$ cat src/rtl/tl_arb_pkg.sv
// Shared TileLink-UL A-channel arbitration types, constants and burst-length helper.
package tl_arb_pkg;

  localparam int unsigned BEAT_BYTES = 4;
  localparam int unsigned BEATS_W    = 16;

  localparam logic [2:0] TL_A_PUTFULL    = 3'd0;
  localparam logic [2:0] TL_A_PUTPARTIAL = 3'd1;

  // Master-side A payload; source excludes the port index the arbiter prepends.
  typedef struct packed {
    logic [2:0]  opcode;
    logic [2:0]  param;
    logic [3:0]  size;
    logic [5:0]  source;
    logic [29:0] address;
    logic [3:0]  mask;
    logic [31:0] data;
    logic        corrupt;
  } tl_a_req_t;

  typedef enum logic {
    ARB_IDLE   = 1'b0,
    ARB_LOCKED = 1'b1
  } arb_state_t;

  // Only multi-beat puts carry data across more than one beat.
  function automatic logic [BEATS_W-1:0] tl_num_beats(input logic [2:0] opcode,
                                                      input logic [3:0] size);
    logic [BEATS_W-1:0] beats;
    beats = BEATS_W'(1);
    if ((opcode == TL_A_PUTFULL || opcode == TL_A_PUTPARTIAL) && size > 4'd2)
      beats = BEATS_W'((32'd1 << size) / BEAT_BYTES);
    return beats;
  endfunction

endpackage

$ cat src/rtl/tl_rr_pick2.sv
// Combinational two-way round-robin picker: on a tie the requester that was not last wins.
module tl_rr_pick2 (
  input  logic [1:0] req,
  input  logic       last,
  output logic       sel,
  output logic       any
);

  assign any = |req;
  assign sel = (req == 2'b11) ? ~last : req[1];

endmodule

$ cat src/rtl/tl_a_arbiter_2to1.sv
// Two-master TileLink-UL arbiter: round-robin A channel with burst lock, D routed by source MSB.
module tl_a_arbiter_2to1
  import tl_arb_pkg::*;
#(
  parameter int unsigned MAX_LGSIZE = 6,
  parameter int unsigned BEAT_CNT_W = 4
) (
  input  logic        clock,
  input  logic        reset,

  input  logic        m0_a_valid,
  output logic        m0_a_ready,
  input  logic [2:0]  m0_a_opcode,
  input  logic [2:0]  m0_a_param,
  input  logic [3:0]  m0_a_size,
  input  logic [5:0]  m0_a_source,
  input  logic [29:0] m0_a_address,
  input  logic [3:0]  m0_a_mask,
  input  logic [31:0] m0_a_data,
  input  logic        m0_a_corrupt,

  input  logic        m1_a_valid,
  output logic        m1_a_ready,
  input  logic [2:0]  m1_a_opcode,
  input  logic [2:0]  m1_a_param,
  input  logic [3:0]  m1_a_size,
  input  logic [5:0]  m1_a_source,
  input  logic [29:0] m1_a_address,
  input  logic [3:0]  m1_a_mask,
  input  logic [31:0] m1_a_data,
  input  logic        m1_a_corrupt,

  output logic        s_a_valid,
  input  logic        s_a_ready,
  output logic [2:0]  s_a_opcode,
  output logic [2:0]  s_a_param,
  output logic [3:0]  s_a_size,
  output logic [6:0]  s_a_source,
  output logic [29:0] s_a_address,
  output logic [3:0]  s_a_mask,
  output logic [31:0] s_a_data,
  output logic        s_a_corrupt,

  input  logic        s_d_valid,
  output logic        s_d_ready,
  input  logic [2:0]  s_d_opcode,
  input  logic [1:0]  s_d_param,
  input  logic [3:0]  s_d_size,
  input  logic [6:0]  s_d_source,
  input  logic        s_d_denied,
  input  logic [31:0] s_d_data,
  input  logic        s_d_corrupt,

  output logic        m0_d_valid,
  input  logic        m0_d_ready,
  output logic [2:0]  m0_d_opcode,
  output logic [1:0]  m0_d_param,
  output logic [3:0]  m0_d_size,
  output logic [5:0]  m0_d_source,
  output logic        m0_d_denied,
  output logic [31:0] m0_d_data,
  output logic        m0_d_corrupt,

  output logic        m1_d_valid,
  input  logic        m1_d_ready,
  output logic [2:0]  m1_d_opcode,
  output logic [1:0]  m1_d_param,
  output logic [3:0]  m1_d_size,
  output logic [5:0]  m1_d_source,
  output logic        m1_d_denied,
  output logic [31:0] m1_d_data,
  output logic        m1_d_corrupt
);

  arb_state_t            state_q, state_d;
  logic                  owner_q, owner_d;
  logic [BEAT_CNT_W-1:0] beats_left_q, beats_left_d;
  logic                  rr_last_q, rr_last_d;

  tl_a_req_t             m0_req, m1_req, a_req;
  logic                  pick_sel, pick_any;
  logic                  grant, grant_valid, grant_ok, fire;
  logic [3:0]            eff_size;
  logic [BEATS_W-1:0]    burst_beats;

  assign m0_req = {m0_a_opcode, m0_a_param, m0_a_size, m0_a_source,
                   m0_a_address, m0_a_mask, m0_a_data, m0_a_corrupt};
  assign m1_req = {m1_a_opcode, m1_a_param, m1_a_size, m1_a_source,
                   m1_a_address, m1_a_mask, m1_a_data, m1_a_corrupt};

  tl_rr_pick2 u_pick (
    .req  ({m1_a_valid, m0_a_valid}),
    .last (rr_last_q),
    .sel  (pick_sel),
    .any  (pick_any)
  );

  // State register; a reset mid-burst simply drops the lock.
  always_ff @(posedge clock) begin
    if (reset) begin
      state_q      <= ARB_IDLE;
      owner_q      <= 1'b0;
      beats_left_q <= '0;
      rr_last_q    <= 1'b1;
    end else begin
      state_q      <= state_d;
      owner_q      <= owner_d;
      beats_left_q <= beats_left_d;
      rr_last_q    <= rr_last_d;
    end
  end

  // Grant mux, A handshake and next-state logic.
  always_comb begin
    state_d      = state_q;
    owner_d      = owner_q;
    beats_left_d = beats_left_q;
    rr_last_d    = rr_last_q;

    grant       = (state_q == ARB_LOCKED) ? owner_q : pick_sel;
    grant_ok    = (state_q == ARB_LOCKED) || pick_any;
    a_req       = grant ? m1_req : m0_req;
    grant_valid = grant ? m1_a_valid : m0_a_valid;

    s_a_valid  = ~reset & grant_valid;
    m0_a_ready = ~reset & grant_ok & ~grant & s_a_ready;
    m1_a_ready = ~reset & grant_ok &  grant & s_a_ready;
    fire       = s_a_valid & s_a_ready;

    // Oversized requests are illegal; clamping just keeps the count bounded.
    eff_size    = (32'(a_req.size) > MAX_LGSIZE) ? 4'(MAX_LGSIZE) : a_req.size;
    burst_beats = tl_num_beats(a_req.opcode, eff_size);

    unique case (state_q)
      ARB_IDLE: begin
        if (fire) begin
          if (burst_beats > BEATS_W'(1)) begin
            state_d      = ARB_LOCKED;
            owner_d      = grant;
            beats_left_d = BEAT_CNT_W'(burst_beats - BEATS_W'(1));
          end else begin
            rr_last_d = grant;
          end
        end
      end
      ARB_LOCKED: begin
        if (fire) begin
          beats_left_d = beats_left_q - BEAT_CNT_W'(1);
          if (beats_left_q == BEAT_CNT_W'(1)) begin
            state_d   = ARB_IDLE;
            rr_last_d = owner_q;
          end
        end
      end
      default: state_d = ARB_IDLE;
    endcase
  end

  assign s_a_opcode  = a_req.opcode;
  assign s_a_param   = a_req.param;
  assign s_a_size    = a_req.size;
  assign s_a_source  = {grant, a_req.source};
  assign s_a_address = a_req.address;
  assign s_a_mask    = a_req.mask;
  assign s_a_data    = a_req.data;
  assign s_a_corrupt = a_req.corrupt;

  // D channel: stateless steer on the prepended port bit.
  assign m0_d_valid = ~reset & s_d_valid & ~s_d_source[6];
  assign m1_d_valid = ~reset & s_d_valid &  s_d_source[6];
  assign s_d_ready  = ~reset & (s_d_source[6] ? m1_d_ready : m0_d_ready);

  assign m0_d_opcode  = s_d_opcode;
  assign m0_d_param   = s_d_param;
  assign m0_d_size    = s_d_size;
  assign m0_d_source  = s_d_source[5:0];
  assign m0_d_denied  = s_d_denied;
  assign m0_d_data    = s_d_data;
  assign m0_d_corrupt = s_d_corrupt;

  assign m1_d_opcode  = s_d_opcode;
  assign m1_d_param   = s_d_param;
  assign m1_d_size    = s_d_size;
  assign m1_d_source  = s_d_source[5:0];
  assign m1_d_denied  = s_d_denied;
  assign m1_d_data    = s_d_data;
  assign m1_d_corrupt = s_d_corrupt;

endmodule

$ cat config.mk
export PLATFORM = sky130hd
export DESIGN_NAME = tl_a_arbiter_2to1
export DESIGN_NICKNAME = d
export VERILOG_FILES = /design/src/rtl/tl_arb_pkg.sv /design/src/rtl/tl_rr_pick2.sv /design/src/rtl/tl_a_arbiter_2to1.sv
export SDC_FILE = /design/constraint.sdc
export NUM_CORES = 1
export LEC_CHECK = 0
export ABC_AREA = 1
export CAP_MARGIN = 20
export CORE_AREA = 4 4 159 161
export CTS_CLUSTER_SIZE = 40
export DETAILED_ROUTE_END_ITERATION = 6
export DIE_AREA = 0 0 163 165
export GPL_ROUTABILITY_DRIVEN = 0
export MAX_ROUTING_LAYER = met4
export PLACE_DENSITY = 0.43
export REMOVE_ABC_BUFFERS = 1
export SYNTH_ARGS = -nofsm -noshare
export SYNTH_HDL_FRONTEND = slang
export SYNTH_HIERARCHICAL = 1
export SYNTH_SLANG_ARGS = --single-unit
$ cat constraint.sdc
create_clock -name clock -period 3.05 [get_ports clock]
set_input_delay 0.61 -clock clock [delete_from_list [all_inputs] [get_ports clock]]
set_output_delay 0.61 -clock clock [all_outputs]
set_load 0.02 [all_outputs]
==> results.md <==
Status:
- The flow ran to the end, and the final reports show no timing, DRC or antenna violations.

Setup path:
- Walking the worst path, the cells encountered are dlygate4sd2_1 > inv_1 > a21oi_4 > nand2_4 > nand2_4 > buf_4 > buf_12 > buf_4 > nand2_1 > nand2_1 > dlygate4sd2_1.
- For this run, the slowest stage of the critical path takes ~350 ps.
- STA classifies the critical path endpoint as an output port.
- The critical path startpoint is m1_a_valid.
- The setup path with the least slack is of type input port to output port.
- Data on the critical path arrives at its endpoint at about 2200 ps.
- The origin of the critical flop-to-flop path is state_q.
- The slowest stage of the critical path is the dlygate4sd2_1 cell.
- On the critical path the largest part of the delay comes from buffers and inverters.
- Of all nets on the critical path, the largest fanout is 9.
- The number of buffer and inverter instances along the worst setup path is 6.
- The required time of the worst setup path is between 2000 and 2500 ps.
- The type of element launching the critical path is an input port.

Yosys:
- By area, the combinational part of the netlist is dominated by simple AND/OR/NAND/NOR gates.
- The number of instances in the synthesized netlist is around 480.
- Of the total synthesized cell area, the portion taken by XOR and XNOR cells is less than 1%.
- The post-synthesis sequential element count is 7.
- The simple-gate share of the synthesized area is around 51%.
- For this run, the register share of the synthesized area comes to under 10%.
- The cell area that synthesis handed to floorplanning was between 2000 and 2500 sq um.
- The synthesized netlist contains 24 unique library cells.
- The synthesized-area fraction occupied by ao, oa, aoi and oai cells is approximately 4%.
- The number of synthesis warnings is 6.
- The multiplexer area fraction after synthesis is 0%.
- The adder-cell share of the synthesized area is 2.08%.
- The post-synthesis area per instance is ~5.1 sq um.

Finish:
- The area of all sequential standard cells is ~140 sq um.
- The utilization of the core after routing is 21.3%.
- The number of filler instances in the final layout is ~2.8k.
- In the final layout, the share of cells above drive strength 1 is 11.5%.
- In the layout the commonest cells are nand2_1, clkdlybuf4s50_1, dlygate4sd2_1.
- The multi-input gate area in the final layout is 1480 sq um.
- After the last flow step, the layout net total stands at between 800 and 900.
- The antenna diode instance count is 0.
- The area growth from synthesis to final layout is 112%.
- The library cell used most frequently in the layout, excluding fill and tap cells, is nand2_1.

Clock tree:
- The clock transition at the registers of the reported paths is ~40 ps.
- The clock tree from TritonCTS is yes.
- In this run the number of H-tree levels came out at 1.
- The number of buffers inserted by hold repair at cts is 0.
- The tree built by TritonCTS fans out to 7 sinks.
- The cell sitting at the root of the clock tree is a clkbuf_16.
- The clock latency of the later-clocked register in the worst-skew pair is roughly 230 ps.
- The maximum buffer depth of the clock tree is 2.
- The number of clock buffers added by TritonCTS is 3.

Floorplanning:
- The starting density of the core is 10.1%.
- In this run the vertical extent of the chip is ~170 um.
- The die covers about 27000 sq um.
- The overall die width is 163 um.
- After floorplanning, the core was divided into 57 placement rows.
- The area of the core is approximately 24000 sq um.
- The count of pins on the block boundary is between 400 and 500.

Global routing:
- Entering global routing, the biggest net connects 42 pins.
- The first global-routing pass estimated about 33 mm of wire.
- For this run the aggregate overflow at the end of global routing stands at 0.
- Global routing consumed, over all layers together, between 10% and 20% of the routing resources.
- The initial antenna violation count is 0.
- The number of global-route vias before repair is 3580.

Hold path:
- The startpoint of the most critical hold path is beats_left_q[2].
- The worst hold-check path type is register to register.

Place:
- Detailed placement ended at an HPWL of roughly 24 mm.
- The port buffer count is between 200 and 300.
- The post-place setup slack is -275 ps.

STA:
- Across all setup checks in the final design, the least slack found is approximately 280 ps.
- On the final layout, the worst clock skew is 1.48 ps.
- Setup violations remaining at the end of the flow were counted as 0.
- The final worst hold slack is 513 ps.
- Dividing the final minimum period by the clock period gives 90.9%.
- The number of slew-limit violations in the final report came to 0.
- The final critical delay including setup and external delays is around 2800 ps.
- The final hold violation count came to 0.
- The worst pin sits at a relative slew slack of roughly four fifths.
- The slew of the pin with the lowest slew margin is ~280 ps.
- Setup repair after global routing left no endpoint under its margin.
- The upper clock frequency limit is 361 MHz.

Power and ir drop:
- The total leakage power is approximately 2.5 nW.
- The worst supply voltage drop on vdd is 0.124 mV.
- The design draws between 1 and 1.5 mW.
- Power spread over the standard cell area amounts to roughly 270 nW/um^2.

Detailed routing:
- The DRC violation count after routing is 0.
- Dividing the detail-routed wire length by the instance count gives about 28 um.
- Dividing the detail-routed via count by the number of cells gives between 3 and 4.
- The detail route stage leaves a number of antenna-violating nets equal to 0.
- The wire length reported by the detailed router is 27.2 mm.
- The length of the first detailed-routing pass in iterations is 4.
- Summing over every cut layer, the via total after detailed routing is ~3.5k.
- For this block, the initial DRC count from the detailed router was about 180.

Job:
- Across the run, the number of max-cap violations was 0.
-- kinds of logic (layout without fill, tap and decap cells) --
family                     count (synthesis)  after routing
and+or+nand+nor                          308            308
AOI/OAI and AO/OA                         17             17
DFF                                        7              7
adders and majority gates                  4              4
buffers and inverters                    138            326
xor gates and xnor gates                   1              1
-- area by class of cell --
| class | instances | area share, % |
|---|---|---|
| Clock buffer | 4 | 1.54 |
| Inverter | 21 | 1.54 |
| Multi-Input combinational cell | 330 | 28.9 |
| Sequential cell | 7 | 2.75 |
| Tap cell | 324 | 7.94 |
| Timing Repair Buffer | 301 | 57.3 |
-- per-layer routing --
layer  vias up  routed length, um  share of wire (%)  global-route usage [%]
li1       1715                  -                  -                       -
met1      1501               8110                 30                    16.0
met4         0               1340                4.9                    7.59
met5         -                  0                  0                       -
met3        22               4190                 15                    13.3
met2       302              13500                 50                    33.7
-- worst register-to-register path, delay by kind of cell, from the launching register on --
kind	cells	cell delay [ps]
compound gates	1	120
fa+ha+maj	1	180
flops	1	400
simple gates	13	1280
buf+inv	3	450
-- flip-flops by register name, indices dropped and copies added (netlist names) --
signal,cells
state_q,1
owner_q,1
rr_last_q,1
beats_left_q,4
-- cell usage after synthesis --
master,n,area share [%]
nand3_1,11,2.3
dfxtp_1,7,5.8
a21oi_1,6,1.2
nand4_1,3,0.78
o21ai_0,3,0.62
nand2_1,259,40
nor3_1,4,0.83
inv_2,3,0.47
inv_1,18,2.8
buf_4,100,31
nand2_2,8,2.1
nor2_2,1,0.26
a211oi_1,1,0.31
or2_2,1,0.26
or2_1,1,0.26
clkbuf_1,17,2.6
nand3_2,1,0.42
o22ai_1,1,0.26
nand3b_1,2,0.62
nor2_1,17,2.6
ha_1,4,2.1
o21ai_1,4,0.83
o211ai_1,2,0.62
xor2_1,1,0.36
-- worst paths after layout --
kind,to,slack [ps],depth (start not counted)
hold reg to reg,beats_left_q[2],510,2
hold / removal,beats_left_q[2],510,2
setup reg to reg,beats_left_q[2],550,18
setup / recovery,s_a_data[24],280,11
-- power breakdown --
part / total [mW] / switching (mW) / internal, mW
logic: 1.07 / 0.547 / 0.525
registers: 0.104 / 0.00627 / 0.0975
clock network: 0.226 / 0.0518 / 0.174
-- timing repair --
| item | 4_1_cts | 5_1_grt |
|---|---|---|
| endpoints found under the setup margin | 80 | 34 |
| endpoints found under the hold margin | 0 | 0 |
| gates cloned | 2 | 0 |
| setup buffers | 6 | 0 |
| resized for setup | 85 | 14 |
| pin swaps | 4 | 9 |
-- through the flow --
step	setup TNS, ps	area (sq um)	instances
6_report	0	5100	987
5_1_grt	0	5100	987
4_1_cts	0	5050	988
3_5_place_dp	-12810	4920	976
3_3_place_gp	-12210	4920	976
2_1_floorplan	-1380	1600	358
Note: power is estimated with default switching activity, not from simulation.
